**src/rtl/descrambler_1.sv**
```systemverilog
// Byte-wide self-synchronising descrambler for x^7 + x^4 + 1 with a registered valid/ready output stage.
// Optional output-handshake counter port byte_cnt enabled by DESCRAMBLER_BYTE_CNT_EN.
module descrambler_1 #(
  parameter int unsigned POLY_TAP_A  = 6,
  parameter int unsigned POLY_TAP_B  = 3,
  parameter int unsigned PRIME_BYTES = 1
) (
  input  logic        clk,
  input  logic        rst_n,
  input  logic        flush,
  input  logic        in_valid,
  output logic        in_ready,
  input  logic [7:0]  data_in,
  output logic        out_valid,
  input  logic        out_ready,
  output logic [7:0]  data_out,
`ifdef DESCRAMBLER_BYTE_CNT_EN
  output logic [15:0] byte_cnt,
`endif
  output logic        locked
);

  localparam int unsigned STATE_W = 7;
  localparam int unsigned BYTE_W  = 8;
  localparam int unsigned CNT_W   = 4;
  localparam int unsigned BCNT_W  = 16;

  typedef enum logic {ST_PRIME, ST_RUN} state_t;

  state_t              r_state, w_state_nxt;
  logic [STATE_W-1:0]  r_s, w_s_nxt, w_s_adv;
  logic [CNT_W-1:0]    r_cnt, w_cnt_nxt, w_cnt_inc;
  logic                r_out_valid, w_out_valid_nxt;
  logic [BYTE_W-1:0]   r_data_out, w_data_out_nxt, w_o;
  logic                r_locked, w_locked_nxt;
  logic                w_acc;
  logic                w_out_hs;

  assign in_ready  = ~r_out_valid | out_ready;
  assign w_acc     = in_valid & in_ready;
  assign w_out_hs  = r_out_valid & out_ready;
  assign w_cnt_inc = r_cnt + CNT_W'(1);

  // Bit-serial descramble of one byte, LSB first; only received bits enter the state
  always_comb begin
    w_s_adv = r_s;
    w_o     = '0;
    for (int i = 0; i < BYTE_W; i++) begin
      w_o[i]  = data_in[i] ^ w_s_adv[POLY_TAP_A] ^ w_s_adv[POLY_TAP_B];
      w_s_adv = {w_s_adv[STATE_W-2:0], data_in[i]};
    end
  end

  // Next-state and registered-output logic; flush overrides any concurrent accept
  always_comb begin
    w_state_nxt     = r_state;
    w_s_nxt         = r_s;
    w_cnt_nxt       = r_cnt;
    w_out_valid_nxt = r_out_valid;
    w_data_out_nxt  = r_data_out;
    w_locked_nxt    = r_locked;
    if (flush) begin
      w_state_nxt     = ST_PRIME;
      w_s_nxt         = '0;
      w_cnt_nxt       = '0;
      w_out_valid_nxt = 1'b0;
      w_locked_nxt    = 1'b0;
    end else begin
      if (w_out_hs) begin
        w_out_valid_nxt = 1'b0;
      end
      case (r_state)
        ST_PRIME: begin
          if (w_acc) begin
            w_s_nxt = w_s_adv;
            if (w_cnt_inc == CNT_W'(PRIME_BYTES)) begin
              w_state_nxt  = ST_RUN;
              w_cnt_nxt    = '0;
              w_locked_nxt = 1'b1;
            end else begin
              w_cnt_nxt = w_cnt_inc;
            end
          end
        end
        ST_RUN: begin
          if (w_acc) begin
            w_s_nxt         = w_s_adv;
            w_data_out_nxt  = w_o;
            w_out_valid_nxt = 1'b1;
          end
        end
        default: w_state_nxt = ST_PRIME;
      endcase
    end
  end

  always_ff @(posedge clk or negedge rst_n) begin
    if (!rst_n) begin
      r_state     <= ST_PRIME;
      r_s         <= '0;
      r_cnt       <= '0;
      r_out_valid <= 1'b0;
      r_data_out  <= '0;
      r_locked    <= 1'b0;
    end else begin
      r_state     <= w_state_nxt;
      r_s         <= w_s_nxt;
      r_cnt       <= w_cnt_nxt;
      r_out_valid <= w_out_valid_nxt;
      r_data_out  <= w_data_out_nxt;
      r_locked    <= w_locked_nxt;
    end
  end

  assign out_valid = r_out_valid;
  assign data_out  = r_data_out;
  assign locked    = r_locked;

`ifdef DESCRAMBLER_BYTE_CNT_EN
  logic [BCNT_W-1:0] r_byte_cnt;

  // Saturating count of output handshakes
  always_ff @(posedge clk or negedge rst_n) begin
    if (!rst_n) begin
      r_byte_cnt <= '0;
    end else if (flush) begin
      r_byte_cnt <= '0;
    end else if (w_out_hs && (r_byte_cnt != {BCNT_W{1'b1}})) begin
      r_byte_cnt <= r_byte_cnt + BCNT_W'(1);
    end
  end

  assign byte_cnt = r_byte_cnt;
`endif

endmodule

```
**config.mk**
```make
export PLATFORM = sky130hd
export DESIGN_NAME = descrambler_1
export DESIGN_NICKNAME = d
export VERILOG_FILES = /design/src/rtl/descrambler_1.sv
export SDC_FILE = /design/constraint.sdc
export NUM_CORES = 1
export LEC_CHECK = 0
export BUFFER_PORTS_ARGS = -buffer_cell sky130_fd_sc_hd__buf_4
export CAP_MARGIN = 30
export CORE_AREA = 2 2 61 63
export DETAILED_ROUTE_END_ITERATION = 8
export DIE_AREA = 0 0 63 65
export GPL_ROUTABILITY_DRIVEN = 0
export PLACE_DENSITY_LB_ADDON = 0.3
export SETUP_SLACK_MARGIN = 0.02
export SYNTH_ARGS = -nofsm -noshare
export SYNTH_HDL_FRONTEND = slang
export SYNTH_SLANG_ARGS = --single-unit
```
**constraint.sdc**
```tcl
create_clock -name clk -period 3.21 [get_ports clk]
set_input_delay 0.321 -clock clk [delete_from_list [all_inputs] [get_ports clk]]
set_output_delay 0.321 -clock clk [all_outputs]
set_load 0.01 [all_outputs]
```
==> flow_metrics.tcl, run 1 <==
set metrics [dict create \
    whs_ns 0.2694 \
    synth_async_sr_flop_share 1.000 \
    fp.dieArea_um2 4095 \
    p_int_uw 566.3 \
    reg2reg_slack_ns 1.43 \
    grt_max_degree 23 \
    synth_top_cell_by_area "dfrtp_1" \
    synth.avg_cell_area_um2 11.07 \
    hold_viol_final 0 \
    antenna_found_initial 0 \
    r2r-start "out_valid" \
    cts_resized 0 \
    start_kind "flop" \
    netlist_area_um2 1140 \
    synth_common_cells "dfrtp_1 (22), xnor2_1 (16), a21oi_1 (10), nand3_1 (10), nand2_1 (9)" \
    outcome "finished clean" \
    clockRootBuffer "clkbuf_4" \
    ys_warn_count 0 \
    placed_cells 170 \
    cp_max_fo 15 \
    fmax_mhz 560.6 \
    finalSetupViolations 0 \
    worstMarginPinSlew_ns 0.5048 \
    cts_tree "built" \
    netlist.area_leader.share 0.4830 \
    fin_cells 175 \
    period_needed_ns 1.784 \
    hold_end "r_s[6]" \
    drv_slew 0 \
    htreeDepth 1 \
    ys_seq_area_frac 0.4830 \
    r2r_end "data_out[7]" \
    ir_drop_mv 0.2797 \
    vias_per_cell 4.680 \
    top_layer "met4" \
    die_x_um 63 \
    hold_class "input port to flop" \
    slew_headroom 0.6635 \
    finClkSkew_ns 0.002407 \
    drc 0 \
    ant_nets 0 \
    wl_met3_um 119 \
    wl_met1_um 985 \
    rsz0062_at_grt "no" \
    p_seq_frac 0.454 \
    firstDrtPassIters 4 \
    p_leak_uw 0.0006550 \
    grt_pass1_vias 797 \
    synth_edf_count 0 \
    grt_usage 0.1179 \
    synth.area.top_cells "dfrtp_1 (48%), xnor2_1 (12%), mux2_4 (11%), a21oi_1 (4.4%), nand3_1 (4.4%)" \
    clk_latency_ns 0.31 \
    dpl-instance-area_um2 1350 \
    r2r_cells 4 \
    cts.clk_slew.worst_paths_ns 0.13 \
    end_kind "flop" \
    design_area_um2 1413 \
    clockPowerShare 0.286 \
    worstHoldStart "flush" \
    post_drt_wl_per_cell_um 12.50 \
    power.density_nw_per_um2 535.0 \
    drive_gt1_frac 0.2913 \
    fin_crit_sh 0.5557 \
    arrival_ns 2.00 \
    synth_cell_types 23 \
    synthFlopType "dfrtp_1" \
    yosysMostFrequentCell "dfrtp_1" \
    area_delta_synth_final_pct 23.93 \
    core_um2 3496 \
    cts.sinks 22 \
    routed_wl_um 2188 \
    netSwitchingPower_uw 189.5 \
    clock_path_buffers 2 \
    criticalPathCategory "flop to flop" \
    dp_hpwl_um 1621 \
    pwr-share-comb 0.260 \
    initial_core_util 0.3261 \
    setup_tns_ns 0 \
    synth_cells 103 \
    yosys_register_bits 22 \
    switching_share 0.2507 \
    cp.required_ns 3.42 \
    synth_nets 118 \
    hold_depth 2 \
    ios 24 \
    dr_total_vias 819 \
    cts_setup_buffers 0 \
    diodes 0 \
    wl_met2_um 1071 \
    cts-buffers-inserted 3 \
    dieHeight_um 65 \
    drt-initial-drc-count 33 \
    cap_viol_max_count 0 \
    grt.overflow.total 0 \
    grt_first_pass_wirelength_um 3815 \
    rows 22 \
    fin_nets 143 \
    io_buffers 23 \
]
## critical path, cell delays in order, from the launching register on
cell	delay (ns)
dfrtp_1	0.44
nand2b_4	0.18
nand2_2	0.13
or3_1	0.56
mux2_4	0.38
## metrics by stage
stage	utilization	power (µW)	setup slack [ns]
global route	0.4041	792.5	1.354
floorplan	-	458.1	1.705
CTS	0.4041	765.4	1.427
global placement	0.3862	545.1	1.470
finish	0.4041	755.7	1.426
detailed placement	0.3862	547.9	1.406
## logic make-up after synthesis
group	count (synthesis)	share of synthesized area
xor+xnor	18	0.1383
buf+inv	7	0.02964
mux	9	0.1142
simple gates	32	0.1482
compound gates	13	0.06477
fa+ha+maj	2	0.02195
flops	22	0.4830
## routing by layer
layer	track usage	vias up
li1	-	398
met1	0.1581	394
met2	0.1941	25
met3	0.03299	2
met4	0.01667	0
met5	0	-
## cells in the final DEF (no fill, tap or decap)
cell            n
nand2_1         9
ha_1            2
and3_1          1
xor2_1          2
mux2i_1         1
o31ai_1         1
a21boi_0        1
and3b_1         1
inv_1           3
xnor2_1        16
a41oi_1         1
dlygate4sd3_1   1
nand4_1         2
mux2_4          8
clkbuf_4        3
nand2b_4        1
bufinv_16       1
nor2_1          4
or3_1           2
nand3_1        10
a21oi_1        10
buf_4          23
or4b_1          1
nand2_2         1
dfrtp_1        22
## power by group through the flow
stage / sequential [µW] / combinational (µW) / clock, µW
after global routing: 351 / 211 / 230
after CTS: 344 / 199 / 222
after detailed placement: 350 / 198 / 0
final: 343 / 196 / 216
after floorplan: 364 / 94.2 / 0
after global placement: 349 / 196 / 0
## worst max path at each step
stage,startpoint,to,depth (start not counted)
2_1_floorplan,out_valid,data_out[0],5
3_3_place_gp,out_ready,data_out[2],5
3_5_place_dp,out_ready,data_out[7],5
4_1_cts,out_valid,data_out[7],4
5_1_grt,out_valid,data_out[5],4
6_report,out_valid,data_out[7],4
## area by class of cell
type,instances,area [µm²]
Clock buffer,3,22.52
Fill cell,354,2083
Tap cell,48,60.06
Clock inverter,1,30.03
Timing Repair Buffer,24,182.7
Multi-Input combinational cell,74,555.5
Sequential cell,22,550.5
Inverter,3,11.26
## timing repair
action | CTS | global route
endpoints found under the hold margin | 22 | 0
hold buffers | 1 | 0
endpoints found under the setup margin | 0 | 0
## sequential cells by signal (all words and copies together) (netlist names)
register and flops:
locked 1, out_valid 1, data_out 8, r_cnt 4, r_state 1, r_s 7
Power figures use the tool's default switching activity.
==> inputs of run 2 (changes only) <==
Clock period 3.21 ns to 1.76 ns, I/O delays scaled along.
==> run 2 against run 1 <==
Net effect: maximum frequency up 8.6%; die area unchanged; via count shrank 1.8%; final cell count up 2.3%; worst hold slack got worse by 0.16 ns; core utilization increased by 0.89 points; combinational power up 84%; worst setup slack got worse by 1.3 ns; critical endpoint is now r_state; largest power group unchanged; highest routed layer unchanged.
==> flow_metrics.tcl, run 2 (synthesized netlist as in run 1, its figures left out) <==
set metrics [dict create \
    drv_slew 0 \
    period_needed_ns 1.642 \
    die_x_um 63 \
    grt_usage 0.1230 \
    grt_max_degree 23 \
    r2r_cells 5 \
    wl_met3_um 122 \
    cts_tree "built" \
    cts.clk_slew.worst_paths_ns 0.14 \
    outcome "finished clean" \
    dpl-instance-area_um2 1373 \
    ant_nets 0 \
    diodes 0 \
    fmax_mhz 609.0 \
    grt_pass1_vias 804 \
    worstHoldStart "data_in[7]" \
    r2r_end "r_state" \
    grt_first_pass_wirelength_um 3933 \
    end_kind "flop" \
    top_layer "met4" \
    worstMarginPinSlew_ns 0.5081 \
    dp_hpwl_um 1624 \
    clockRootBuffer "clkbuf_4" \
    power.density_nw_per_um2 957.3 \
    hold_end "r_s[0]" \
    crit_chain "ha_1, or4b_1, o31ai_1, nand3_1, a21oi_1" \
    wl_met2_um 978 \
    most-common-layout-cells "buf_4 (27), dfrtp_1 (21), xnor2_1 (16)" \
    arrival_ns 1.88 \
    cp_slowest_cell "or4b_1" \
    reg2reg_slack_ns 0.12 \
    rows 22 \
    drc 0 \
    drt-initial-drc-count 27 \
    ir_drop_mv 0.8081 \
    wl_met1_um 1073 \
    initial_core_util 0.3261 \
    cp_max_fo 6 \
    rsz0062_at_grt "no" \
    fin_crit_sh 0.9330 \
    largest_reg_flops 8 \
    cap_viol_max_count 0 \
    r2r-start "r_cnt[0]" \
    routed_wl_um 2186 \
    core_um2 3496 \
    hold_viol_final 0 \
    setup_tns_ns 0 \
    drive_gt1_frac 0.3206 \
    post_drt_wl_per_cell_um 12.21 \
    htreeDepth 1 \
    antenna_found_initial 0 \
    ios 24 \
    criticalPathCategory "flop to flop" \
    p_leak_uw 0.0006726 \
    fillers 355 \
    whs_ns 0.1107 \
    dieHeight_um 65 \
    firstDrtPassIters 4 \
    cts.sinks 22 \
    dr_total_vias 804 \
    final_common_cell "buf_4" \
    grt.overflow.total 0 \
    io_buffers 23 \
    hold_depth 3 \
    hold_class "input port to flop" \
    fp.dieArea_um2 4095 \
    slew_headroom 0.6613 \
    vias_per_cell 4.492 \
    fin_nets 147 \
    finalSetupViolations 0 \
    start_kind "flop" \
    clk_latency_ns 0.32 \
    area_delta_synth_final_pct 26.67 \
    design_area_um2 1444 \
    finClkSkew_ns 0.01362 \
    cp.required_ns 2.00 \
    cpPeakStageDelay_ns 0.47 \
    cts-buffers-inserted 3 \
    clock_path_buffers 2 \
]
run 2: worst max-delay path: cells and delay by family, from the launching register on:
family,cells,cell delay [ns]
AO/OA/AOI/OAI,2,0.30
AND/OR/NAND/NOR,2,0.59
flip-flops,1,0.46
adder cells (fa/ha/maj),1,0.23
run 2: per-layer routing:
metal  track usage  up-vias
li1              -      410
met4       0.02500        0
met1        0.1683      369
met2        0.1928       23
met3       0.03646        2
met5             0        -
run 2: area by class of cell:
class | instances | area [µm²] | share of cell area
inverter | 3 | 11.26 | 0.007799
multi-input combinational | 74 | 555.5 | 0.3848
tap | 48 | 60.06 | 0.04159
sequential | 22 | 551.8 | 0.3822
timing repair buffer | 28 | 212.7 | 0.1473
clock inverter | 1 | 30.03 | 0.02080
clock buffer | 3 | 22.52 | 0.01560
run 2: stage by stage:
step / instances / worst slack (ns) / utilization / power [µW]
finish: 179 / 0.1179 / 0.4130 / 1382
global route: 179 / 0.02059 / 0.4130 / 1468
CTS: 178 / 0.08718 / 0.4105 / 1407
detailed placement: 173 / 0.1226 / 0.3926 / 1007
global placement: 173 / 0.1656 / 0.3926 / 1000
floorplan: 103 / 0.2553 / - / 835.5
run 2: power breakdown:
part | switching (µW) | internal (µW)
combinational | 136 | 226
clock | 163 | 230
sequential | 46.7 | 580
run 2: worst max path at each step:
stage	from	end	slack (ns)
final	r_cnt[0]	r_state	0.12
after global routing	r_cnt[1]	r_state	0.02
after floorplan	out_valid	data_out[0]	0.26
after detailed placement	r_cnt[0]	r_state	0.12
after global placement	r_cnt[0]	r_state	0.17
after CTS	r_cnt[0]	r_state	0.09
run 2: what timing repair did:
item	4_1_cts	5_1_grt
endpoints found under the hold margin	22	0
endpoints found under the setup margin	0	2
gates resized for setup	0	1
buffers inserted	0	1
hold buffers	1	0
==> inputs of run 3 (changes only) <==
Settings changed: BUFFER_PORTS_ARGS -buffer_cell sky130_fd_sc_hd__buf_4 to default, DONT_BUFFER_PORTS from default to 1, PLACE_DENSITY from default to 0.5, PLACE_DENSITY_LB_ADDON 0.3 to default.
==> run 3 against run 2 <==
Net effect: combinational power shrank 41%; first-iteration DRC count grew 19%; cell area shrank 6.6%; worst setup slack gained 0.0079 ns; count of clock-buffer cells in the layout is the same; maximum frequency grew 0.48%; critical path depth is the same; final cell count shrank 7.8%; sequential share of layout area grew 2.7 points; via count shrank 1.4%; non-clock buffer count shrank 13; die area is the same; critical path type unchanged; largest cell class unchanged.
==> flow_metrics.tcl, run 3 (synthesized netlist as in run 1, its figures left out) <==
set metrics [dict create \
    r2r-start "r_cnt[0]" \
    outcome "finished clean" \
    cts.clk_slew.worst_paths_ns 0.12 \
    io_buffers 0 \
    finalSetupViolations 0 \
    hold_end "r_s[4]" \
    fin_crit_sh 0.9285 \
    firstDrtPassIters 4 \
    r2r_end "r_cnt[0]" \
    antenna_found_initial 0 \
    fp.dieArea_um2 4095 \
    drive_gt1_frac 0.1795 \
    core_um2 3496 \
    power.density_nw_per_um2 822.7 \
    grt_usage 0.1249 \
    reg2reg_slack_ns 0.13 \
    start_kind "flop" \
    switching_share 0.2741 \
    setup_tns_ns 0 \
    pwr-share-comb 0.193 \
    ant_nets 0 \
    slew_headroom 0.6622 \
    hold_viol_final 0 \
    rsz0062_at_grt "no" \
    largest_reg_flops 8 \
    worstMarginPinSlew_ns 0.5051 \
    multi_input_area_um2 560.5 \
    most-common-layout-cells "dfrtp_1 (21), xnor2_1 (16), a21oi_1 (10), nand3_1 (10)" \
    cts_tree "built" \
    finClkSkew_ns 0.005540 \
    clk_latency_ns 0.31 \
    setup_ws_ns 0.1258 \
    htreeDepth 1 \
    cp_max_fo 5 \
    clockRootBuffer "clkbuf_4" \
    hold_class "input port to flop" \
    dieHeight_um 65 \
    drv_slew 0 \
    clock_path_buffers 2 \
    period_needed_ns 1.634 \
    grt_pass1_vias 801 \
    final_common_cell "dfrtp_1" \
    fin_nets 134 \
    arrival_ns 1.81 \
    end_kind "flop" \
    criticalPathCategory "flop to flop" \
    netSwitchingPower_uw 304.2 \
    p_leak_uw 0.0005966 \
    initial_core_util 0.3261 \
    r2r_cells 5 \
    p_int_uw 805.5 \
    rows 22 \
    grt_first_pass_wirelength_um 3919 \
    ir_drop_mv 0.4848 \
    hold_depth 2 \
    dpl_worst_slack_ns 0.1358 \
    die_x_um 63 \
    totalPowerFinal_uw 1110 \
    vias_per_cell 4.806 \
    drt-initial-drc-count 32 \
    design_area_um2 1349 \
    dp_hpwl_um 1553 \
    routed_wl_um 2292 \
    cts-buffers-inserted 3 \
    seq_area_um2 551.8 \
    fmax_mhz 611.9 \
    cp.required_ns 1.94 \
    dr_total_vias 793 \
    area_delta_synth_final_pct 18.33 \
    ios 24 \
    worstHoldStart "data_in[3]" \
    grt_max_degree 23 \
    cts.sinks 22 \
    grt.overflow.total 0 \
    cap_viol_max_count 0 \
    fillers 367 \
    clockPowerShare 0.204 \
    p_seq_frac 0.604 \
    dpl-instance-area_um2 1192 \
    post_drt_wl_per_cell_um 13.89 \
    fin_util 0.3858 \
    diodes 0 \
    drc 0 \
]
-- run 3: per-layer routing --
metal | up-vias | GRT usage | wire, µm
met2 | 20 | 0.2061 | 1095
met5 | - | 0 | 0
met1 | 389 | 0.1497 | 1011
li1 | 382 | - | -
met3 | 2 | 0.05729 | 172
met4 | 0 | 0.02500 | 12
-- run 3: worst max-delay path by stage --
stage / start / endpoint / slack, ns / depth (start not counted)
after CTS: r_cnt[0] / r_cnt[0] / 0.09 / 5
after floorplan: out_valid / data_out[0] / 0.26 / 5
final: r_cnt[0] / r_cnt[0] / 0.13 / 5
after detailed placement: r_cnt[0] / r_cnt[0] / 0.14 / 5
after global placement: r_cnt[0] / r_state / 0.16 / 5
after global routing: r_cnt[0] / r_state / 0.03 / 5
-- run 3: critical path: stages, from the launching register on --
cell	delay (ns)
dfrtp_2	0.45
ha_1	0.23
or4b_1	0.49
o31ai_2	0.11
or3_1	0.16
a21oi_1	0.06
-- run 3: power groups by stage --
stage               registers, µW  logic, µW  clock network (µW)
finish                        670        214                 226
global route                  683        236                 261
CTS                           671        212                 238
detailed placement            681        183                   0
global placement              682        179                   0
floorplan                     664        172                   0
-- run 3: per-stage QoR --
stage          std cells  hold slack [ns]
6_report             165         0.008912
5_1_grt              165        0.0009676
4_1_cts              160        0.0009258
3_5_place_dp         149          -0.1190
3_3_place_gp         149          -0.1191
2_1_floorplan        103          -0.1196
-- run 3: layout make-up --
| class | count | share of cell area |
|---|---|---|
| Multi-Input combinational cell | 74 | 0.4156 |
| Sequential cell | 22 | 0.4091 |
| Timing Repair Buffer | 15 | 0.1058 |
| Tap cell | 48 | 0.04453 |
| Clock buffer | 3 | 0.01670 |
| Inverter | 3 | 0.008349 |
-- run 3: repair_timing --
action	CTS	global route
buffers inserted	0	3
endpoints found under the hold margin	36	1
endpoints found under the setup margin	0	3
gates resized for setup	0	2
hold buffers	8	1
